File: src/rtl/seg_p2s_tx.sv
// Shifts a DATA_BITS segment frame MSB-first into the display's external shift chain.
// Latency: first bit on s_out the cycle after start is sampled; start is ignored while busy.
module seg_p2s_tx #(
    parameter int DATA_BITS = 64,
    parameter int CLK_DIV   = 2
) (
    input  logic                 clk,
    input  logic                 rst,
    input  logic                 start,
    input  logic [DATA_BITS-1:0] par_data,
    output logic                 s_clk,
    output logic                 s_out,
    output logic                 s_pen,
    output logic                 s_clrn,
    output logic                 busy,
    output logic                 done
);
    localparam int BW = (DATA_BITS > 1) ? $clog2(DATA_BITS) : 1;
    localparam int DW = (CLK_DIV > 1) ? $clog2(CLK_DIV) : 1;
    localparam logic [BW-1:0] BIT_LAST = BW'(DATA_BITS - 1);
    localparam logic [DW-1:0] DIV_LAST = DW'(CLK_DIV - 1);

    typedef enum logic [1:0] {IDLE, SHIFT, DONE} state_t;

    state_t               state, state_nxt;
    logic [DATA_BITS-1:0] shreg, shreg_nxt;
    logic [BW-1:0]        bit_cnt, bit_cnt_nxt;
    logic [DW-1:0]        div_cnt, div_cnt_nxt;
    logic                 s_clk_nxt, s_out_nxt, s_pen_nxt, busy_nxt, done_nxt;
    logic                 load;

    always_ff @(posedge clk) begin
        if (rst) begin
            state   <= IDLE;
            shreg   <= '0;
            bit_cnt <= '0;
            div_cnt <= '0;
            s_clk   <= 1'b0;
            s_out   <= 1'b0;
            s_pen   <= 1'b0;
            s_clrn  <= 1'b0;
            busy    <= 1'b0;
            done    <= 1'b0;
        end else begin
            state   <= state_nxt;
            shreg   <= shreg_nxt;
            bit_cnt <= bit_cnt_nxt;
            div_cnt <= div_cnt_nxt;
            s_clk   <= s_clk_nxt;
            s_out   <= s_out_nxt;
            s_pen   <= s_pen_nxt;
            s_clrn  <= 1'b1;
            busy    <= busy_nxt;
            done    <= done_nxt;
        end
    end

    always_comb begin
        state_nxt   = state;
        shreg_nxt   = shreg;
        bit_cnt_nxt = bit_cnt;
        div_cnt_nxt = div_cnt;
        s_clk_nxt   = 1'b0;
        s_out_nxt   = 1'b0;
        s_pen_nxt   = s_pen;
        busy_nxt    = 1'b0;
        done_nxt    = 1'b0;
        load        = 1'b0;

        case (state)
            IDLE: begin
                if (start) load = 1'b1;
            end
            SHIFT: begin
                busy_nxt  = 1'b1;
                s_pen_nxt = 1'b0;
                s_clk_nxt = s_clk;
                s_out_nxt = shreg[DATA_BITS-1];
                if (div_cnt == DIV_LAST) begin
                    div_cnt_nxt = '0;
                    if (!s_clk) begin
                        s_clk_nxt = 1'b1;
                    end else if (bit_cnt == BIT_LAST) begin
                        // last high phase done: leave without advancing bit_cnt so it never wraps
                        state_nxt = DONE;
                        busy_nxt  = 1'b0;
                        done_nxt  = 1'b1;
                        s_pen_nxt = 1'b1;
                        s_clk_nxt = 1'b0;
                        s_out_nxt = 1'b0;
                    end else begin
                        s_clk_nxt   = 1'b0;
                        shreg_nxt   = shreg << 1;
                        bit_cnt_nxt = bit_cnt + 1'b1;
                        s_out_nxt   = shreg[DATA_BITS-2];
                    end
                end else begin
                    div_cnt_nxt = div_cnt + 1'b1;
                end
            end
            DONE: begin
                if (start) load = 1'b1;
                else       state_nxt = IDLE;
            end
            default: state_nxt = IDLE;
        endcase

        if (load) begin
            state_nxt   = SHIFT;
            shreg_nxt   = par_data;
            bit_cnt_nxt = '0;
            div_cnt_nxt = '0;
            busy_nxt    = 1'b1;
            s_pen_nxt   = 1'b0;
            s_clk_nxt   = 1'b0;
            s_out_nxt   = par_data[DATA_BITS-1];
        end
    end
endmodule

File: config.mk
export PLATFORM = sky130hd
export DESIGN_NAME = seg_p2s_tx
export DESIGN_NICKNAME = d
export VERILOG_FILES = /design/src/rtl/seg_p2s_tx.sv
export SDC_FILE = /design/constraint.sdc
export NUM_CORES = 1
export LEC_CHECK = 0
export ABC_CLOCK_PERIOD_IN_PS = 2000
export CORE_MARGIN = 2
export CORE_UTILIZATION = 35
export DETAILED_ROUTE_END_ITERATION = 10
export SLEW_MARGIN = 20
export SYNTH_ARGS = -nofsm -noshare
export SYNTH_HDL_FRONTEND = slang
export SYNTH_SLANG_ARGS = --single-unit
export TNS_END_PERCENT = 10
File: constraint.sdc
create_clock -name clk -period 2 [get_ports clk]
set_clock_uncertainty 0.05 [all_clocks]
set_input_delay 0.6 -clock clk [delete_from_list [all_inputs] [get_ports clk]]
set_output_delay 0.6 -clock clk [all_outputs]
set_load 0.05 [all_outputs]
==> results.json, run 1 <==
{
  "status": "complete, no violations",
  "cts_hold_buf": 0,
  "grt_max_degree": 48,
  "port-buffer-count": 72,
  "synth_nets": 472,
  "period_needed_ns": 1.725,
  "synth-compound-area-share": 0.3068,
  "core_area_mm2": 0.008763,
  "final_common_cell": "a21oi_1",
  "grt_overflow_total": 0,
  "start_util": 0.3639,
  "nFillCells": 870,
  "synth_warnings": 0,
  "p_int_w": 0.002494,
  "tightest_slew_ns": 0.3779,
  "cts_buffer_depth": 2,
  "drive_above_1_share": 0.08085,
  "peakVddDrop_v": 0.0004129,
  "rsz0062_at_grt": "no",
  "critPathKind": "flop to flop",
  "start_kind": "flop",
  "io_pins": 73,
  "synth.distinct_cells": 24,
  "htreeDepth": 3,
  "drc_errors": 0,
  "ys_seq_area_frac": 0.4959,
  "dp.cells": 562,
  "p_clk_frac": 0.342,
  "pwr-share-seq": 0.522,
  "postSynthCellCount": 404,
  "relSlewSlack": 0.7481,
  "ant_nets": 0,
  "crit_fanout": 38,
  "die_area_mm2": 0.009892,
  "cts_resized": 0,
  "final_nets": 533,
  "die_w_um": 99.46,
  "grt_pass1_vias": 2743,
  "p_comb_frac": 0.136,
  "fin_cells": 578,
  "crit_arrival_ns": 1.95,
  "synthesis.area_mm2": 0.003189,
  "clock_sinks": 79,
  "p_switching_w": 0.0008284,
  "power_density_mw_per_mm2": 782.2,
  "synth-xor-area-share": 0.01648,
  "synthAdderAreaFrac": 0.003923,
  "seq_area_mm2": 0.001582,
  "synth_top_family_by_area": "compound AO/OA/AOI/OAI gates",
  "cts_setup_buffers": 0,
  "setup_viol": 0,
  "layout_common_cells": "119 x a21oi_1, 79 x dfxtp_1, 66 x clkdlybuf4s50_1",
  "dr.pass1.iters": 4,
  "synth-simple-area-share": 0.1275,
  "finalHoldViolCount": 0,
  "cts-root-buf": "clkbuf_8",
  "min_path_type": "flop to flop",
  "power_w": 0.003323,
  "max_freq_mhz": 579.7,
  "synth-seq-cells": 79,
  "place_area_mm2": 0.004058,
  "fin_area_mm2": 0.004248,
  "synth_mux_area_frac": 0,
  "tritoncts": "built",
  "max_cap_violations": 0,
  "vias": 3005,
  "cts_buffers": 9,
  "area.growth.synth_to_final_pct": 33.19,
  "rows": 34,
  "multi_input_area_mm2": 0.001473,
  "tns_ns": 0,
  "syn_area_per_cell_um2": 7.894,
  "worst_setup_path_end_kind": "flop",
  "period_share": 0.8626,
  "power_leakage_nw": 1.529,
  "whs_ns": 0.4004,
  "antennaDiodeCount": 0,
  "dp_hpwl_um": 5010,
  "dr.first_iter.drc_count": 111,
  "track_usage": 0.1573,
  "grt_antenna_before_repair": 0,
  "switching_share": 0.2493,
  "wl_um": 7763,
  "clkLatencyLatePin_ns": 0.35,
  "crit_required_ns": 2.23,
  "place_congestion": 0.7494,
  "drv_slew": 0,
  "avgViaCountPerCell": 5.199,
  "clkTransAtPathRegs_ns": 0.08,
  "grt_first_pass_wirelength_um": 12690,
  "dieHeight_um": 99.46,
  "wl_per_cell_um": 13.43
}
-- layout make-up --
class                      count  share of cell area
sequential                    79              0.3723
multi-input combinational    287              0.3467
timing repair buffer          86              0.2027
tap                          108             0.03181
clock buffer                  11             0.03093
clock inverter                 5             0.01384
inverter                       2            0.001767
-- registers in the layout (all words and copies together) (netlist names) --
name	flops
bit_cnt	6
busy	1
div_cnt	1
done	1
s_clk	1
s_clrn	1
s_out	1
s_pen	1
shreg	64
state	2
-- kinds of logic (layout without fill, tap and decap cells) --
kind of cell               Yosys count  after routing
DFF                                 79             79
AOI/OAI and AO/OA                  187            187
buffers and inverters               38            104
xor gates and xnor gates             6              6
adders and majority gates            1              1
and+or+nand+nor                     93             93
-- worst max-delay path, stage by stage (launching register included) --
cell and delay (ns):
dfxtp_1 0.39, and4_1 0.36, a21o_2 0.20, buf_4 0.35, nand3_1 0.12, a21oi_1 0.17
-- layer usage --
layer,up-vias,part of all wire,GRT usage
li1,1545,-,-
met1,1384,0.46,0.2023
met2,70,0.48,0.2604
met3,6,0.049,0.04708
met4,0,0.011,0.03793
met5,-,0,0
-- through the flow --
| step | utilization | worst slack (ns) |
|---|---|---|
| floorplan | - | 0.1409 |
| global placement | 0.4630 | 0.1060 |
| detailed placement | 0.4630 | 0.09070 |
| CTS | 0.4847 | 0.2615 |
| global route | 0.4847 | 0.1269 |
| finish | 0.4847 | 0.2749 |
-- path summary, 6_finish.rpt --
kind	startpoint	end	slack [ns]	depth (start not counted)
max reg2reg	bit_cnt[3]	shreg[4]	0.27	5
max	bit_cnt[3]	shreg[4]	0.27	5
min reg2reg	shreg[44]	shreg[44]	0.40	2
min	shreg[44]	shreg[44]	0.40	2
-- power by group through the flow --
stage | clock network, W | registers (W) | logic, W
after floorplan | 0 | 0.00177 | 0.000226
after global placement | 0 | 0.00177 | 0.000446
after detailed placement | 0 | 0.00177 | 0.000455
after CTS | 0.00117 | 0.00173 | 0.000458
after global routing | 0.00123 | 0.00175 | 0.000507
final | 0.00114 | 0.00173 | 0.000452
-- cell usage after synthesis --
master      n  share of area
a21oi_1   120           0.19
dfxtp_1    79           0.50
nand2_1    58          0.068
o21ai_0    50          0.078
clkbuf_1   20          0.024
nand3_1    17          0.027
a22oi_1    14          0.033
buf_2      12          0.019
xnor2_1     6          0.016
nor2_1      5         0.0059
buf_1       4         0.0047
nor4_1      3         0.0059
inv_1       2         0.0024
nand2b_1    2         0.0039
nor2b_1     2         0.0039
nor3_1      2         0.0031
a211oi_1    1         0.0024
a21o_1      1         0.0024
and4_1      1         0.0027
ha_1        1         0.0039
nand4b_1    1         0.0027
o31ai_1     1         0.0024
or3_1       1         0.0020
or4_1       1         0.0024
No activity file was read; power rests on OpenSTA's default activity.
==> inputs of run 2 (changes only) <==
--- a/config.mk
+++ b/config.mk
@@ -9,6 +9,7 @@
 export CORE_MARGIN = 2
 export CORE_UTILIZATION = 35
 export DETAILED_ROUTE_END_ITERATION = 10
+export SKIP_LAST_GASP = 1
 export SLEW_MARGIN = 20
 export SYNTH_ARGS = -nofsm -noshare
 export SYNTH_HDL_FRONTEND = slang
==> results of run 2 <==
The final DEF is identical to that of run 1; final timing and power are the same.
==> variant 1, RTL diff (settings of run 1) <==
Reset style: asynchronous (`rst`), changed in one clocked block.
--- a/src/rtl/seg_p2s_tx.sv
+++ b/src/rtl/seg_p2s_tx.sv
@@ -31,3 +31,3 @@
 
-    always_ff @(posedge clk) begin
+    always_ff @(posedge clk or posedge rst) begin
         if (rst) begin
Formal check against the unedited RTL: differs if rst is asserted again (counterexample within 4 cycles, from zero or initial values and one cycle with rst high); with rst held inactive, the same outputs for 10 cycles.
==> variant 1 against run 1 <==
  * Wire length increased by 29%
  * Combinational power increased to 5.2 times the old value
  * Cell count increased by 8.5%
  * Power increased by 98%
  * Design area increased by 25%
  * Worst setup slack got worse by 0.0087 ns
  * Sequential cell count unchanged
  * Area after synthesis increased by 28%
  * Critical path type unchanged
  * Highest routed layer unchanged
==> variant 1: results (changes against run 1) <==
- Synth top area cells: dfrtp_1 48%, o211ai_1 18%, nand2_1 12%
- WHS: 0.4600 ns (+0.05964 ns)
- Vias/cell: 5.515 (+6.1%)
- R2R Path Start: state[0]
- CP arrival: 1.93 ns (-0.02 ns)
- Register area share after synthesis: 48.50% (-1.1 points)
- Share of layout cells above drive strength 1: 15.50% (+7.4 points)
- Crit path largest cell delay: 0.51 ns (+0.12 ns)
- Synth Instances: 423 (+4.7%)
- Vias: 3,458 (+15%)
- Final Wtd Congestion: 0.7441 (-0.71%)
- Yosys warning count: 0 (unchanged)
- Post-placement cell count: 612 (+8.9%)
- Cell variety after synth: 33 (+38%)
- Critical Path Slowest Stage Cell: dfrtp_1
- Hold worst-path end: bit_cnt[0]
- Synth top cells by count: 134 x nand2_1, 100 x o211ai_1, 79 x dfrtp_1, 28 x o211ai_2, 25 x clkbuf_1
- Hold Path Cell Cnt: 1 (-1)
- Clock Root Buffer: clkbuf_16
- Reg2Reg Depth: 4 (-1)
- Status: finished clean
- Fin nets: 548 (+2.8%)
- Worst r2r dst: bit_cnt[5]
- Leak: 2.141 nW (+40%)
- Syn Nets: 491 (+4.0%)
- Max VDD drop: 0.5290 mV (+28%)
- Internal Pwr Total: 4.292 mW (+72%)
- Async set or reset register ratio after synthesis: 100.0% (+100 points)
- Worst skew pair latency: 0.33 ns (-0.02 ns)
- Largest net degree at the start of global routing: 80 (+67%)
- Worst-path clk slew: 0.06 ns (-0.02 ns)
- Half-perimeter wire length after placement: 6.320 mm (+26%)
- Number of global-route vias before repair: 3,447 (+26%)
variant 1: cell types whose count changed in the layout (fill, tap and decap cells not counted), sizes merged, moves of 14 or more:
cell	before	now
o211ai	0	128
a21oi	120	1
dfrtp	0	79
dfxtp	79	0
nand2	58	134
o21ai	50	4
a22oi	14	0
nand3	17	3
variant 1: kinds of logic after synthesis:
kind of cell / count (synthesis) / synth area share [%]
buffers and inverters: 46 / 5.678
adders and majority gates: 1 / 0.3069
AOI/OAI and AO/OA: 140 / 29.25
other: 1 / 0.09199
xor gates and xnor gates: 2 / 0.4298
muxes: 2 / 0.4911
and+or+nand+nor: 152 / 15.26
DFF: 79 / 48.50
variant 1: layout make-up:
| class | instances | area (µm²) |
|---|---|---|
| Fill cell | 1075 | 6065 |
| Sequential cell | 79 | 1977 |
| Inverter | 1 | 7.507 |
| Multi-Input combinational cell | 298 | 1882 |
| Clock buffer | 12 | 256.5 |
| Timing Repair Buffer | 91 | 960.9 |
| Clock inverter | 3 | 42.54 |
| Tap cell | 143 | 178.9 |
variant 1: power by group through the flow:
stage               logic, mW  clock network [mW]  registers (mW)
floorplan                1.77                   0            2.56
global placement         2.33                   0            2.56
detailed placement       2.39                   0            2.57
CTS                      2.40                1.69            2.55
global route             2.63                1.75            2.63
finish                   2.37                1.65            2.56
variant 1: worst max-delay path, delay by kind of cell, from the launching register on:
| kind | cells | cell delay [ns] |
|---|---|---|
| AOI/OAI and AO/OA | 2 | 0.39 |
| buffers and inverters | 1 | 0.39 |
| DFF | 1 | 0.51 |
| and+or+nand+nor | 1 | 0.31 |
variant 1: stage by stage:
stage | setup WS (ns) | util [%] | cell area (µm²) | power, mW
after CTS | 0.2558 | 46.66 | 5305 | 6.638
final | 0.2662 | 46.66 | 5305 | 6.581
after global placement | 0.09104 | 44.03 | 5006 | 4.886
after detailed placement | 0.05517 | 44.03 | 5006 | 4.962
after global routing | 0.09089 | 46.66 | 5305 | 7.008
after floorplan | 0.2688 | - | 4080 | 4.327
variant 1: how the worst max path moves through the flow:
stage          slack (ns)  startpoint         end  depth (start not counted)
3_3_place_gp         0.09       start   shreg[35]                          5
5_1_grt              0.09    state[0]  bit_cnt[5]                          4
4_1_cts              0.26    state[0]  bit_cnt[5]                          4
6_report             0.27    state[0]  bit_cnt[5]                          4
3_5_place_dp         0.06       start   shreg[21]                          5
2_1_floorplan        0.27       s_clk    shreg[1]                          6
variant 1: per-layer routing:
metal  track usage [%]  vias up  wire length (µm)
met3             4.028        9               457
li1                  -     1647                 -
met4             3.704        0                78
met1             22.41     1710              4684
met5                 0        -                 0
met2             26.79       92              4759
==> variant 2, RTL diff (config.mk and constraints of run 1) <==
Without the edit above. Set the parameter `DATA_BITS` to 128 (it was 64).
--- a/src/rtl/seg_p2s_tx.sv
+++ b/src/rtl/seg_p2s_tx.sv
@@ -3,3 +3,3 @@
 module seg_p2s_tx #(
-    parameter int DATA_BITS = 64,
+    parameter int DATA_BITS = 128,
     parameter int CLK_DIV   = 2
Interface: changed (resized par_data); port bits go from 73 to 137. No check against the original RTL was run, so the function may have changed too.
==> variant 2 against run 1 <==
  * Non-clock buffer count rose by 74
  * Wire length rose by 100%
  * Sequential cell count increased by 65
  * Area after synthesis rose by 85%
  * Fmax fell by 8.7%
  * Critical path depth is 1 higher
  * Worst setup slack worse by 0.16 ns
  * Power up 110%
  * Design area grew 91%
  * First-iteration DRC count grew to 2.6 times the old value
  * Hold slack worse by 0.0023 ns
  * Critical path type unchanged
  * Highest routed layer unchanged
==> variant 2: results (changes against run 1) <==
- CTS resizes: 0 (unchanged)
- H-tree depth: 4 (+1)
- CP startpoint: bit_cnt[0]
- Status: finished clean
- Half-perimeter wire length after placement: 9.742 mm (+94%)
- CP endpoint kind: flop
- Worst Tran Pin Value: 0.3653 ns (-0.01259 ns)
- Reg2Reg Depth: 6 (+1)
- Max VDD drop: 0.5910 mV (+43%)
- Gr usage total: 17.37% (+1.6 points)
- Biggest regs: shreg: 128 flops, bit_cnt: 7 flops, state: 2 flops
- First-pass GRT wire length: 25.17 mm (+98%)
- Hold Path Cell Cnt: 2 (unchanged)
- Syn Nets: 910 (+93%)
- Reported max-cap violation count: 0 (unchanged)
- Vias: 5,730 (+91%)
- Largest net degree at the start of global routing: 96 (+100%)
- Leak: 2.999 nW (+96%)
- Synth top cells by count: 262 x a21oi_1, 144 x dfxtp_1, 134 x nand2_1, 128 x o21ai_0, 45 x clkbuf_1
- Async set or reset register ratio after synthesis: 0% (unchanged)
- Yosys warning count: 0 (unchanged)
- Internal Pwr Total: 5.320 mW (+110%)
- Share of layout cells above drive strength 1: 6.912% (-1.2 points)
- Post-placement cell count: 1,084 (+93%)
- CTS Buf Count: 17 (+8)
- Worst R2R Setup Slack: 0.11 ns (-0.16 ns)
- WHS: 0.3981 ns (-0.002317 ns)
- HP Start: shreg[112]
- Cell variety after synth: 30 (+25%)
- Synth top area cells: dfxtp_1 49%, a21oi_1 22%, o21ai_0 11%
- Worst-path fanout max: 47 (+24%)
- DRT iter0 DRCs: 290 (+160%)
- Number of global-route vias before repair: 5,241 (+91%)
- Fin nets: 1,016 (+91%)
- Placed Instance Area: 7569 µm² (+87%)
- Clock Root Buffer: clkbuf_16
- Fin crit period: 1.889 ns (+0.1634 ns)
- Hold worst-path end: shreg[112]
- Vias/cell: 5.130 (-1.3%)
- First drt pass iteration count: 4 (unchanged)
- Initial antenna violation count: 0 (unchanged)
- Final Wtd Congestion: 0.7603 (+1.5%)
- Routed WL: 15.83 mm (+100%)
- Worst r2r dst: shreg[57]
- Hold Crit Class: reg -> reg
- Setup WS pre-CTS: -0.02490 ns (-0.1156 ns)
- Synth Instances: 778 (+93%)
- Buffers on Ports: 136 (+89%)
- Register area share after synthesis: 48.96% (-0.63 points)
- Post-CTS setup repair buffer count: 0 (unchanged)
- Worst-path clk slew: 0.05 ns (-0.03 ns)
- Ant diodes: 0 (unchanged)
- Worst skew pair latency: 0.42 ns (+0.07 ns)
- CP arrival: 2.19 ns (+0.24 ns)
==> variant 2: changes by cell type in the layout (fill, tap and decap cells not counted), moves of 8 or more <==
cell | run 1 | this run
nand2_1 | 58 | 134
a22oi_1 | 14 | 1
clkbuf_16 | 0 | 18
o21ai_0 | 50 | 128
clkdlybuf4s50_1 | 66 | 130
dfxtp_1 | 79 | 144
nand3_1 | 17 | 5
buf_12 | 4 | 12
a21oi_1 | 119 | 261
==> variant 2: logic make-up after synthesis <==
| group | Yosys count | synth area share, % |
|---|---|---|
| compound gates | 396 | 33.91 |
| xor+xnor | 5 | 0.7437 |
| fa+ha+maj | 1 | 0.2125 |
| buf+inv | 75 | 5.419 |
| flops | 144 | 48.96 |
| simple gates | 157 | 10.75 |
==> variant 2: area by class of cell <==
class / instances / area, µm²
fillers: 1615 / 8397
flip-flops and latches: 144 / 2883
multi-input cells: 559 / 2720
repair buffers: 160 / 1700
clock buffers: 27 / 513.0
well taps: 220 / 275.3
clock inverters: 5 / 27.53
inverters: 2 / 8.758
==> variant 2: power by group through the flow <==
stage	Clock, mW	Combinational (mW)	Sequential (mW)
4_1_cts	2.96	0.919	3.20
5_1_grt	3.07	1.02	3.23
3_5_place_dp	0	0.913	3.26
3_3_place_gp	0	0.904	3.26
6_report	2.88	0.908	3.20
2_1_floorplan	0	0.455	3.25
==> variant 2: worst max-delay path, stage by stage, from the launching register on <==
cell and delay [ns]:
dfxtp_1 0.33, ha_1 0.25, and2_1 0.25, a21oi_4 0.25, clkbuf_8 0.39, a21oi_1 0.12, a21oi_1 0.15
==> variant 2: per-layer routing <==
metal | wire length [µm] | global-route usage (%) | share of wire (%)
met5 | 0 | 0 | 0
met4 | 194 | 6.147 | 1.2
met3 | 675 | 4.680 | 4.3
met2 | 7317 | 27.12 | 46
met1 | 7639 | 23.14 | 48
